===== config.mk =====
export PLATFORM = sky130hd
export DESIGN_NAME = disp_scan_sched
export DESIGN_NICKNAME = d
export VERILOG_FILES = /design/src/rtl/disp_scan_sched.sv
export SDC_FILE = /design/constraint.sdc
export NUM_CORES = 1
export LEC_CHECK = 0
export CORE_ASPECT_RATIO = 0.7
export CORE_UTILIZATION = 54
export CTS_CLUSTER_SIZE = 16
export DETAILED_ROUTE_END_ITERATION = 10
export GPL_TIMING_DRIVEN = 0
export PLACE_DENSITY = 0.76
export SLEW_MARGIN = 40
export SYNTH_ARGS = -nofsm -noshare
export SYNTH_HDL_FRONTEND = slang
export SYNTH_SLANG_ARGS = --single-unit

===== constraint.sdc =====
create_clock -name clk -period 1.9 [get_ports clk]
set_clock_uncertainty 0.1 [all_clocks]
set_input_delay 0.38 -clock clk [delete_from_list [all_inputs] [get_ports clk]]
set_output_delay 0.38 -clock clk [all_outputs]
set_load 0.05 [all_outputs]

===== src/rtl/disp_scan_sched.sv =====
// disp_scan_sched: multiplexed 14-segment display scanner with a writable
// character buffer. Optional message rotation is compiled in with the
// DISP_SCROLL_EN macro; without it scroll_en is ignored and wr_ready is
// constantly 1 after reset.
module disp_scan_sched #(
  parameter int unsigned DIGITS        = 12,
  parameter int unsigned PRESCALE      = 1000,
  parameter int unsigned SCROLL_FRAMES = 64
) (
  input  logic              clk,
  input  logic              rst_n,
  input  logic              wr_valid,
  output logic              wr_ready,
  input  logic [3:0]        wr_addr,
  input  logic [13:0]       wr_char,
  input  logic              blank,
  input  logic              scroll_en,
  output logic [DIGITS-1:0] sel,
  output logic [13:0]       segm,
  output logic              wr_err
);

  localparam int unsigned SEG_W = 14;
  localparam int unsigned IDX_W = (DIGITS > 1) ? $clog2(DIGITS) : 1;
  localparam int unsigned PRE_W = (PRESCALE > 1) ? $clog2(PRESCALE) : 1;

  logic [PRE_W-1:0]  pre_q, pre_d;
  logic [IDX_W-1:0]  idx_q, idx_d;
  logic [SEG_W-1:0]  char_q [DIGITS];
  logic [SEG_W-1:0]  char_d [DIGITS];
  logic [DIGITS-1:0] sel_q, sel_d;
  logic [SEG_W-1:0]  segm_q, segm_d;
  logic              wr_err_q, wr_err_d;
  logic              wr_ready_q, wr_ready_d;

  logic              tick_c;
  logic              frame_end_c;
  logic              wr_fire_c;
  logic              addr_ok_c;
  logic              shift_c;
  logic [SEG_W-1:0]  cur_char_c;

  // Shared decode: slot tick, frame end, handshake and address range
  always_comb begin
    tick_c      = (pre_q == PRE_W'(PRESCALE - 1));
    frame_end_c = tick_c && (idx_q == IDX_W'(DIGITS - 1));
    wr_fire_c   = wr_valid && wr_ready_q;
    addr_ok_c   = (32'(wr_addr) < DIGITS);
  end

  // Character currently addressed by the scan index
  always_comb begin
    cur_char_c = '0;
    for (int i = 0; i < int'(DIGITS); i++) begin
      if (idx_q == IDX_W'(i)) cur_char_c = char_q[i];
    end
  end

  // Prescaler, scan index and registered digit/segment drive
  always_comb begin
    pre_d  = pre_q + PRE_W'(1);
    idx_d  = idx_q;
    sel_d  = sel_q;
    segm_d = segm_q;
    if (tick_c) begin
      pre_d  = '0;
      idx_d  = (idx_q == IDX_W'(DIGITS - 1)) ? '0 : idx_q + IDX_W'(1);
      sel_d  = blank ? '0 : (DIGITS'(1) << idx_q);
      segm_d = cur_char_c;
    end
  end

`ifdef DISP_SCROLL_EN
  localparam int unsigned FRM_W = (SCROLL_FRAMES > 1) ? $clog2(SCROLL_FRAMES) : 1;

  typedef enum logic {
    ST_SCAN  = 1'b0,
    ST_SHIFT = 1'b1
  } state_e;

  state_e           state_q, state_d;
  logic [FRM_W-1:0] frame_q, frame_d;

  // Scroll FSM: count frame ends, request one shift cycle on the last one
  always_comb begin
    state_d    = ST_SCAN;
    frame_d    = frame_q;
    wr_ready_d = 1'b1;
    if (frame_end_c) begin
      if (frame_q == FRM_W'(SCROLL_FRAMES - 1)) begin
        frame_d = '0;
        if (scroll_en) begin
          state_d    = ST_SHIFT;
          wr_ready_d = 1'b0;
        end
      end else begin
        frame_d = frame_q + FRM_W'(1);
      end
    end
    shift_c = (state_q == ST_SHIFT);
  end

  // Scroll state register
  always_ff @(posedge clk or negedge rst_n) begin
    if (!rst_n) begin
      state_q <= ST_SCAN;
      frame_q <= '0;
    end else begin
      state_q <= state_d;
      frame_q <= frame_d;
    end
  end
`else
  logic unused_scroll_en;

  // No rotation: writes are always accepted once out of reset
  always_comb begin
    shift_c          = 1'b0;
    wr_ready_d       = 1'b1;
    unused_scroll_en = scroll_en;
  end
`endif

  // Buffer update: rotate left in a shift cycle, else apply accepted writes
  always_comb begin
    char_d   = char_q;
    wr_err_d = wr_err_q | (wr_fire_c & ~addr_ok_c);
    if (shift_c) begin
      for (int i = 0; i < int'(DIGITS) - 1; i++) begin
        char_d[i] = char_q[i+1];
      end
      char_d[DIGITS-1] = char_q[0];
    end else if (wr_fire_c && addr_ok_c) begin
      for (int i = 0; i < int'(DIGITS); i++) begin
        if (wr_addr == 4'(i)) char_d[i] = wr_char;
      end
    end
  end

  // State registers with asynchronous clear
  always_ff @(posedge clk or negedge rst_n) begin
    if (!rst_n) begin
      pre_q      <= '0;
      idx_q      <= '0;
      sel_q      <= '0;
      segm_q     <= '0;
      wr_err_q   <= 1'b0;
      wr_ready_q <= 1'b0;
      for (int i = 0; i < int'(DIGITS); i++) begin
        char_q[i] <= '0;
      end
    end else begin
      pre_q      <= pre_d;
      idx_q      <= idx_d;
      sel_q      <= sel_d;
      segm_q     <= segm_d;
      wr_err_q   <= wr_err_d;
      wr_ready_q <= wr_ready_d;
      char_q     <= char_d;
    end
  end

  assign sel      = sel_q;
  assign segm     = segm_q;
  assign wr_err   = wr_err_q;
  assign wr_ready = wr_ready_q;

endmodule

==> reports/metrics.cfg <==
[outcome]
failed_checks=negative setup slack
outcome=complete, but fails checks

[routing]
detailedRoute.firstPassIterationCount=8
route.detailed.vias_per_inst=6.81
ant_nets=0
detailedRoute.firstIterationViolations=1205
drc=0
num_vias=8559
average_wire_per_cell_in_the_routed_design_um=27.8
final_routed_wirelength_across_all_metal_layers_mm=34.9

[sta]
final_period_minus_worst_setup_slack_ns=2.34
timing.final.max_slew_violations=0
finalHoldViolCount=0
measured_slew_at_the_worst_slew_check_pin_ns=0.695
finalSetupViolations=27
period_share_pct=123
setup_slack_ns=-0.436
rsz0062_at_grt=yes
max_slew_margin_pct=53.7
fmax_mhz=428

[final_layout]
area_growth_synth_to_finish_pct=34.0
layout-drive-gt1-share_pct=41.3
area_occupied_by_multi_input_gates_um2=5190
regArea_um2=5260
n_antenna_cell=0
fillerInstances=993
post_route_core_utilization_pct=74.2
finalNetCount=1036

[critical_path]
worst-endpoint-required_ns=2.24
timing.critical_path.from_type=register
critical_path_peak_fanout=7
crit_type=register to register
crit_arrival_ns=2.67
endpoint_kind=register

[synthesis]
synth_seq_area_share_pct=52.4
synth_commonest_cells=210 x dfrtp_1, 149 x mux2_2, 81 x nand2_1, 52 x clkbuf_1, 43 x a21oi_1
share_of_yosys_cell_area_claimed_by_the_top_area_cell_type_pct=52.4
count_of_flip_flops_with_a_built_in_enable_after_synthesis=0
postSynthNetCount=910
synth_top_flop_cell=dfrtp_1
synth.lib_cells_used.distinct=50
post_synth_inst_count=880
ys_ff_latch=210
synthMostInstantiatedCell=dfrtp_1
synth_area_leader_cell=dfrtp_1
syn_area_um2=10000
synth_area_per_cell_um2=11.4
synth_area_leaders=dfrtp_1 52%, mux2_2 17%, nand2_1 3.0%
ys_async_sr_fraction_pct=100
synthesis.yosys.warnings=0

[clock_network]
cts_tree=done
cts.htree.levels=1
clock_tree.buffer_depth=3
clk_pin_slew_ns=0.06
clk_latency_ns=0.52
ctsRootBufferMaster=clkbuf_16
clock-sinks=210
tritoncts.num_buffers=22

[floorplanning]
vertical_extent_of_the_die_um=116
row_count=41
num_io_pins=51
full_die_area_um2=19100
initial_core_utilization_pct=55.4
core_area_um2=18100
die_width_um=165

[pwr]
comb_power_share_pct=13.4
ir_drop_uv=716
net-switching-power_mw=3.10
cellInternalPower_mw=8.46
pwr_density_cell_nw_per_um2=860
power_switching_share_pct=26.8
share_seq_of_total_power_pct=49.6
power.share.clock_pct=37.1
total_leakage_power_nw=5.63

[place]
finalWeightedCongestion=0.879
port_buffers=49
detailed_place_hpwl_mm=19.8
dp_worst_setup_slack_ns=-1.03

[grt]
gr-usage-all-layers_pct=34.5
antenna_found_initial=0
globalRoute.totalOverflow=0
grt_first_pass_wirelength_mm=48.8
grt_start_max_net_pins=76
grt_pass1_vias=8091

[run]
max_cap_violations=0

[worst_hold_path]
timing.hold.worst.class=input port to asynchronous set/reset pin

[worst max-delay path, cell delays in order, from the launching register on]
cell	delay, ns
dfrtp_2	0.46
inv_4	0.11
buf_12	0.11
ha_4	0.16
buf_12	0.17
clkbuf_16	0.17
nand3b_1	0.13
a311oi_2	0.50
a311oi_2	0.17
o21ai_1	0.18
[cells by family (layout without fill, tap and decap cells)]
group | Yosys count | count (layout) | share of synthesized area (%)
XOR/XNOR | 5 | 5 | 0.437
adder cells (fa/ha/maj) | 7 | 7 | 0.874
multiplexers | 163 | 163 | 18.1
AO/OA/AOI/OAI | 201 | 201 | 13.9
AND/OR/NAND/NOR | 190 | 190 | 10.0
flip-flops | 210 | 210 | 52.4
buffers and inverters | 103 | 244 | 4.19
other | 1 | 1 | 0.0374
[registers in the layout, summed over array words and instances, names as in the netlist]
name,cells
segm,14
pre_q,10
wr_err,1
wr_ready,1
sel,12
idx_q,4
char_q,168
[what timing repair did]
action	in CTS	in global routing
buffers inserted	31	14
hold buffers	1	0
pin swaps	59	36
cloned	9	1
resized for setup	281	112
endpoints found under the setup margin	139	181
endpoints found under the hold margin	152	0
[through the flow]
step                cells  setup TNS (ns)  hold WS, ns  power (mW)  area (um2)
finish               1257           -4.65        0.189        11.6       13400
global route         1257           -5.50        0.228        11.9       13400
CTS                  1245           -2.00        0.207        11.2       13000
detailed placement   1168         -100.15        0.135        6.89       10900
global placement     1165        -1855.76        0.339        6.80       10800
floorplan             880               0      -0.0156        6.36       10000
[placed cells by master, fill, tap and decap left out, drive strengths merged, types with 3 or more instances in the layout]
cell type      synthesis  final
a2111oi                8      8
a211oi                 9      9
a21oi                 43     43
a221oi                13     13
a311oi                12     12
buf                   27     80
clkbuf                52     91
clkdlybuf4s15          0     14
clkdlybuf4s50          0     18
clkinv                 0      3
dfrtp                210    210
dlygate4sd2            0     11
ha                     7      7
inv                   24     23
mux2                 149    149
mux2i                 14     14
nand2                 81     81
nand2b                19     19
nand3                  4      4
nand3b                28     28
nand4                  3      3
nor2                  19     19
nor2b                 12     12
nor3                   3      3
nor3b                  8      8
o211ai                 9      9
o21ai                 49     49
o221a                  7      7
o221ai                13     13
o22a                  13     13
o2bb2ai                7      7
o31ai                 11     11
xnor2                  3      3
[power groups by stage]
stage	clock (mW)	combinational (mW)	sequential [mW]
after floorplan	0	0.841	5.52
after global routing	4.44	1.64	5.77
after global placement	0	1.17	5.63
after CTS	4.24	1.37	5.62
after detailed placement	0	1.23	5.66
final	4.28	1.54	5.73
[metal layers]
| layer | GRT usage (%) | vias to the layer above | share of wire (%) |
|---|---|---|---|
| met3 | 9.95 | 174 | 14 |
| met2 | 50.9 | 694 | 42 |
| met1 | 49.0 | 4231 | 38 |
| li1 | - | 3460 | - |
| met5 | 0 | - | 0 |
| met4 | 11.7 | 0 | 5.0 |
[cell type report]
class / count / area share (%)
Clock buffer: 36 / 5.17
Multi-Input combinational cell: 567 / 38.7
Clock inverter: 3 / 0.112
Timing Repair Buffer: 107 / 8.37
Buffer: 74 / 5.57
Inverter: 24 / 0.736
Tap cell: 236 / 2.20
Sequential cell: 210 / 39.2
[path summary, 6_finish.rpt]
kind / start / end / slack, ns / cells after the start
max: idx_q[1]$_DFFE_PN0N_ / segm[7]$_DFFE_PN0N_ / -0.44 / 9
min: rst_n / sel[10]$_DFFE_PN0N_ / 0.19 / 2
max reg2reg: idx_q[1]$_DFFE_PN0N_ / segm[7]$_DFFE_PN0N_ / -0.44 / 9
min reg2reg: sel[7]$_DFFE_PN0N_ / sel[7]$_DFFE_PN0N_ / 0.38 / 2
max in group asynchronous: rst_n / pre_q[7]$_DFF_PN0_ / 0.60 / 4
min in group clk: wr_addr[2] / wr_err$_DFF_PN0_ / 0.33 / 2
(Power assumes the default switching activity.)
